File: config.mk
export PLATFORM = sky130hd
export DESIGN_NAME = tone_decoder
export DESIGN_NICKNAME = d
export VERILOG_FILES = /design/src/rtl/tone_pkg.sv /design/src/rtl/tone_classify.sv /design/src/rtl/tone_decoder.sv
export SDC_FILE = /design/constraint.sdc
export NUM_CORES = 1
export LEC_CHECK = 0
export CAP_MARGIN = 20
export CORE_MARGIN = 2
export CORE_UTILIZATION = 34
export CTS_CLUSTER_SIZE = 24
export DETAILED_ROUTE_END_ITERATION = 6
export PLACE_DENSITY = 0.51
export SYNTH_ARGS = -nofsm -noshare
export SYNTH_HDL_FRONTEND = slang
export SYNTH_SLANG_ARGS = --single-unit
File: constraint.sdc
create_clock -name sys_clk -period 15.3 [get_ports sys_clk]
set_input_delay 1.53 -clock sys_clk [delete_from_list [all_inputs] [get_ports sys_clk]]
set_output_delay 1.53 -clock sys_clk [all_outputs]
set_load 0.05 [all_outputs]
File: src/rtl/tone_pkg.sv
// Shared constants for the tone decoder: nominal note periods,
// note codes and FSM state encoding.
package tone_pkg;

    localparam logic [17:0] NOM_DO = 18'd190840;
    localparam logic [17:0] NOM_RE = 18'd170068;
    localparam logic [17:0] NOM_MI = 18'd151515;
    localparam logic [17:0] NOM_FA = 18'd143266;
    localparam logic [17:0] NOM_SO = 18'd127551;
    localparam logic [17:0] NOM_LA = 18'd113636;
    localparam logic [17:0] NOM_XI = 18'd101215;

    localparam logic [2:0] NOTE_NONE = 3'd0;
    localparam logic [2:0] NOTE_DO   = 3'd1;
    localparam logic [2:0] NOTE_RE   = 3'd2;
    localparam logic [2:0] NOTE_MI   = 3'd3;
    localparam logic [2:0] NOTE_FA   = 3'd4;
    localparam logic [2:0] NOTE_SO   = 3'd5;
    localparam logic [2:0] NOTE_LA   = 3'd6;
    localparam logic [2:0] NOTE_XI   = 3'd7;

    localparam logic [17:0] CNT_MAX = 18'h3FFFF;

    typedef enum logic [1:0] {
        SILENT = 2'd0,
        ARMED  = 2'd1,
        LOCKED = 2'd2
    } state_t;

    function automatic logic [17:0] nominal(input logic [2:0] code);
        logic [17:0] n;
        case (code)
            NOTE_DO: n = NOM_DO;
            NOTE_RE: n = NOM_RE;
            NOTE_MI: n = NOM_MI;
            NOTE_FA: n = NOM_FA;
            NOTE_SO: n = NOM_SO;
            NOTE_LA: n = NOM_LA;
            NOTE_XI: n = NOM_XI;
            default: n = 18'd0;
        endcase
        return n;
    endfunction

endpackage

File: src/rtl/tone_classify.sv
// Combinational period-to-note mapper; a period within
// nominal >> TOL_SHIFT of a nominal yields that note code.
module tone_classify
    import tone_pkg::*;
#(
    parameter int TOL_SHIFT = 6
) (
    input  logic [17:0] period,
    output logic [2:0]  code
);

    function automatic logic in_window(
        input logic [17:0] p,
        input logic [17:0] nom
    );
        logic [17:0] diff;
        diff = (p >= nom) ? p - nom : nom - p;
        return diff <= (nom >> TOL_SHIFT);
    endfunction

    // Scan all seven notes; windows are disjoint so at most one hits.
    always_comb begin
        code = NOTE_NONE;
        for (int k = 1; k < 8; k++) begin
            if (in_window(period, nominal(3'(k))))
                code = 3'(k);
        end
    end

endmodule

File: src/rtl/tone_decoder.sv
// Square-wave note decoder: measures rise-to-rise period, classifies
// it and locks onto a note after LOCK_N consecutive agreeing periods.
module tone_decoder
    import tone_pkg::*;
#(
    parameter int LOCK_N    = 3,
    parameter int TIMEOUT   = 250_000,
    parameter int TOL_SHIFT = 6
) (
    input  logic        sys_clk,
    input  logic        rst_n,
    input  logic        tone_in,
    output logic [2:0]  note,
    output logic        note_valid,
    output logic        note_change,
    output logic [17:0] period,
    output logic [3:0]  led
);

    localparam int MW = $clog2(LOCK_N + 1);
    localparam logic [MW-1:0] LOCK_M = MW'(LOCK_N);
    localparam logic [17:0] TIMEOUT_C = 18'(TIMEOUT);

    logic [2:0]    sync;
    logic [17:0]   cnt;
    logic [17:0]   meas;
    logic [2:0]    cls;
    logic          rise;
    logic          timeout;

    state_t        state, state_n;
    logic [2:0]    cand, cand_n;
    logic [MW-1:0] mc, mc_n;
    logic [2:0]    note_n;
    logic          valid_n;
    logic          chg_n;

    assign rise    = sync[1] & ~sync[2];
    assign meas    = (cnt == CNT_MAX) ? CNT_MAX : cnt + 18'd1;
    assign timeout = (cnt == TIMEOUT_C) && !rise;
    assign led     = {note_valid, note};

    tone_classify #(
        .TOL_SHIFT(TOL_SHIFT)
    ) u_classify (
        .period(meas),
        .code  (cls)
    );

    // Synchronizer, edge register and saturating period counter.
    always_ff @(posedge sys_clk or negedge rst_n) begin
        if (!rst_n) begin
            sync   <= '0;
            cnt    <= '0;
            period <= '0;
        end else begin
            sync <= {sync[1:0], tone_in};
            if (rise) begin
                cnt    <= '0;
                period <= meas;
            end else if (cnt != CNT_MAX) begin
                cnt <= cnt + 18'd1;
            end
        end
    end

    // FSM and output registers.
    always_ff @(posedge sys_clk or negedge rst_n) begin
        if (!rst_n) begin
            state       <= SILENT;
            cand        <= NOTE_NONE;
            mc          <= '0;
            note        <= NOTE_NONE;
            note_valid  <= 1'b0;
            note_change <= 1'b0;
        end else begin
            state       <= state_n;
            cand        <= cand_n;
            mc          <= mc_n;
            note        <= note_n;
            note_valid  <= valid_n;
            note_change <= chg_n;
        end
    end

    // Next-state: count agreeing periods, lock, switch or drop out.
    always_comb begin
        state_n = state;
        cand_n  = cand;
        mc_n    = mc;
        note_n  = note;
        valid_n = note_valid;
        chg_n   = 1'b0;
        case (state)
            SILENT: begin
                if (rise) begin
                    state_n = ARMED;
                    mc_n    = '0;
                    cand_n  = NOTE_NONE;
                end
            end
            ARMED: begin
                if (rise) begin
                    if (cls == NOTE_NONE) begin
                        mc_n = '0;
                    end else begin
                        if (cls == cand) begin
                            mc_n = mc + MW'(1);
                        end else begin
                            cand_n = cls;
                            mc_n   = MW'(1);
                        end
                        if (mc_n == LOCK_M) begin
                            state_n = LOCKED;
                            note_n  = cand_n;
                            valid_n = 1'b1;
                            chg_n   = 1'b1;
                            mc_n    = '0;
                            cand_n  = NOTE_NONE;
                        end
                    end
                end else if (timeout) begin
                    state_n = SILENT;
                    note_n  = NOTE_NONE;
                    valid_n = 1'b0;
                    mc_n    = '0;
                end
            end
            LOCKED: begin
                if (rise) begin
                    if (cls == note) begin
                        mc_n   = '0;
                        cand_n = NOTE_NONE;
                    end else begin
                        if (cls == cand && mc != '0) begin
                            mc_n = mc + MW'(1);
                        end else begin
                            cand_n = cls;
                            mc_n   = MW'(1);
                        end
                        if (mc_n == LOCK_M) begin
                            mc_n   = '0;
                            cand_n = NOTE_NONE;
                            if (cls == NOTE_NONE) begin
                                state_n = ARMED;
                                note_n  = NOTE_NONE;
                                valid_n = 1'b0;
                            end else begin
                                note_n = cls;
                                chg_n  = 1'b1;
                            end
                        end
                    end
                end else if (timeout) begin
                    state_n = SILENT;
                    note_n  = NOTE_NONE;
                    valid_n = 1'b0;
                    mc_n    = '0;
                end
            end
            default: begin
                state_n = SILENT;
            end
        endcase
    end

endmodule
==> results.tsv <==
metric	value	unit
dr_wl_met3	3.42	mm
cts_buffer_depth	2	
cts.sinks	51	
coreArea	0.0261	mm2
wl_met1	16.2	mm
timing.slew.headroom	30.3	%
cts_tree	yes	
vdd_drop_max	51.0	uV
cts-resized-gates	0	
nNetsFinal	1236	
grt_usage	26.6	%
routed_wl	38.1	mm
synth.distinct_cells	111	
holdPathEnd	sync[1]	
drcViolationCount	15	
htreeDepth	2	
die_area	0.0280	mm2
synth-edff-count	0	
post_cts_buffers	0	
cp_data_required_time	15.47	ns
rsz0062_at_grt	false	
critical-path-slowest-cell	o211ai_2	
max_freq	129	MHz
outcome	complete, but fails checks	
wl_met2	16.8	mm
yosysWarnings	0	
drt_iter0_drc	1386	
dp_worst_setup_slack	7.30	ns
post_drt_wl_per_cell	24.7	um
synthesis.instances	1239	
setup_ws	7.57	ns
ys_seq_area_share	14.1	%
dp_hpwl	28.2	mm
worst_pin_slew	1.04	ns
diodes	0	
syn_area	0.00908	mm2
ys_ff_latch	51	
critPathKind	reg2reg	
r2r_setup_slack	7.57	ns
cp_slowest_stage_delay	0.86	ns
arrival	7.90	ns
insertion_delay	0.30	ns
worst-path-max-fanout	20	
finalSetupTns	0	ns
antenna_found_initial	0	
p_leak	3.43	nW
r2r_start	cnt[0]	
finalSetupViolations	0	
grt_max_degree	52	
postSynthAreaPerCell	7.33	um2
topRoutingLayerUsed	met4	
rr_worst_depth	21	
min_path_cells	0	
cts_root_buf	clkbuf_16	
synth_ff_type	dfrtp_1	
grt_pass1_vias	9716	
rows	59	
die_width	167	um
min_period	7.73	ns
max_cap_viol_count	0	
io_buffers	29	
synthToLayoutAreaGrowth	7.58	%
maxSlewViolCount	0	
gr-total-overflow	0	
die_h	167	um
timing.rr.end	cand[0]	
cts_buffers	5	
vias_per_cell	6.65	
initial_core_util	34.7	%
power_density	69.9	mW/mm2
clk_pin_slew	0.07	ns
ant_nets	0	
clock_skew	0.00914	ns
firstDrtPassIters	7	
startpoint_type	register	
vias	10200	
worstSetupEndpointType	register	
grt_pass1_wl	59.0	mm
synthesis.nets	1272	
num-fill-cells	2717	
worstHoldStart	sync[0]	
finalCritPeriodShare	50.5	%
ctsHoldBuffers	0	
hp-class	reg2reg	
worstPathCellList	ha_1 > nand3_4 > nor3_4 > a211oi_4 > inv_2 > ha_1 > inv_1 > nor3_1 > a311oi_2 > o211ai_2 > nor2_1 > o21ai_0 > o311ai_0 > nor4_1 > and2_2 > o21ai_2 > xor2_1 > o31ai_1 > a21boi_0 > o21ai_0 > o21ai_1	
violations	DRC	
layout-drive-gt1-share	10.4	%
routabilityCongestion	0.985	
hold_viol	0	
ioPinCount	30	
synth-async-reset-ratio	100	%
[Yosys cell counts, types with 8 or more instances]
library cell / n / area (um2)
buf_2: 28 / 140
ha_1: 30 / 375
and3_1: 16 / 100
o211ai_1: 23 / 173
clkbuf_1: 53 / 199
nor4_1: 22 / 138
xnor2_1: 78 / 683
nand3_1: 53 / 265
o21ai_0: 87 / 435
a221oi_1: 9 / 78.8
o22ai_1: 11 / 68.8
buf_4: 14 / 105
nand4_1: 20 / 125
or4_1: 8 / 60.1
or3_1: 8 / 50.1
a31oi_1: 21 / 131
nor3_1: 50 / 250
o21a_1: 11 / 82.6
xor2_1: 10 / 87.6
nor2_1: 100 / 375
mux2i_1: 38 / 380
dfrtp_1: 51 / 1280
inv_1: 26 / 97.6
o2111ai_1: 9 / 78.8
and2_1: 11 / 68.8
a21oi_1: 78 / 390
o21ai_1: 15 / 75.1
nand2b_1: 9 / 56.3
o31ai_1: 14 / 105
a211oi_1: 14 / 105
a21o_1: 10 / 75.1
nand2_1: 114 / 428
[cell type report]
cell class | instances | area [um2] | area share [%]
clock buffers | 5 | 125 | 1.28
well taps | 335 | 419 | 4.29
clock inverters | 3 | 67.6 | 0.692
inverters | 30 | 113 | 1.15
flip-flops and latches | 51 | 1280 | 13.1
multi-input cells | 1053 | 7240 | 74.1
repair buffers | 62 | 528 | 5.41
[logic make-up after synthesis]
logic type	after synthesis	share of synthesized area (%)
simple gates	461	27.1
compound gates	422	33.1
buf+inv	135	6.80
xor+xnor	94	9.57
flops	51	14.1
mux	46	5.25
fa+ha+maj	30	4.14
[worst max-delay path: cells and delay by family (launching register included)]
family          cells  cell delay (ns)
compound gates     10             2.89
simple gates        6             2.42
flops               1             0.62
xor+xnor            1             0.21
buf+inv             2             0.47
fa+ha+maj           2             0.96
[routing by layer]
metal | vias up | track usage (%)
met1 | 4858 | 37.1
met4 | 0 | 11.2
met2 | 622 | 42.1
met5 | - | 0
li1 | 4632 | -
met3 | 118 | 2.65
[per-stage QoR]
stage	util, %	cell area, um2	std cells	hold WS [ns]	total power, mW
5_1_grt	37.4	9760	1539	0.372	0.724
3_3_place_gp	36.6	9560	1529	0.341	0.531
6_report	37.4	9760	1539	0.360	0.683
4_1_cts	37.3	9750	1537	0.365	0.676
3_5_place_dp	36.6	9560	1529	0.338	0.526
2_1_floorplan	-	9080	1239	0.331	0.425
[placed cells by master, fill, tap and decap left out, types with 9 or more instances in the layout]
cell             netlist  layout
nor4_1                22      22
o21ai_0               87      87
nor2_1               100      99
a31oi_1               21      21
o31ai_1               14      14
a211oi_1              14      12
o2111ai_1              9       9
mux2i_1               38      34
o22ai_1               11      11
nor3_1                50      50
buf_4                 14      31
clkdlybuf4s50_1        0      28
o21a_1                11      11
ha_1                  30      30
dfrtp_1               51      51
xor2_1                10      10
a221oi_1               9       9
a21o_1                10      10
inv_1                 26      26
and3_1                16      16
and2_1                11      11
a21oi_1               78      78
nand3_1               53      53
o21ai_1               15      14
xnor2_1               78      78
nand4_1               20      20
nand2_1              114     114
o211ai_1              23      23
[worst max-delay path by stage]
stage           start        to  slack [ns]  cells after the start
6_report       cnt[0]   cand[0]        7.57                     21
5_1_grt        cnt[0]   cand[1]        6.94                     24
3_3_place_gp   cnt[0]   cand[0]        7.47                     20
4_1_cts        cnt[0]   cand[0]        7.26                     20
3_5_place_dp   cnt[0]   cand[0]        7.30                     20
2_1_floorplan  cnt[0]  state[1]        9.09                     25
[power by group]
group | total [mW] | switching, mW | internal, mW
Clock | 0.147 | 0.0536 | 0.0938
Combinational | 0.366 | 0.242 | 0.124
Sequential | 0.169 | 0.0216 | 0.147
[registers in the layout (all words and copies together) (netlist names)]
register and count:
mc 2, sync 3, period 18, cnt 18, note_change 1, note_valid 1, state 2, note 3
cand 3
No activity file was read; power rests on OpenSTA's default activity.
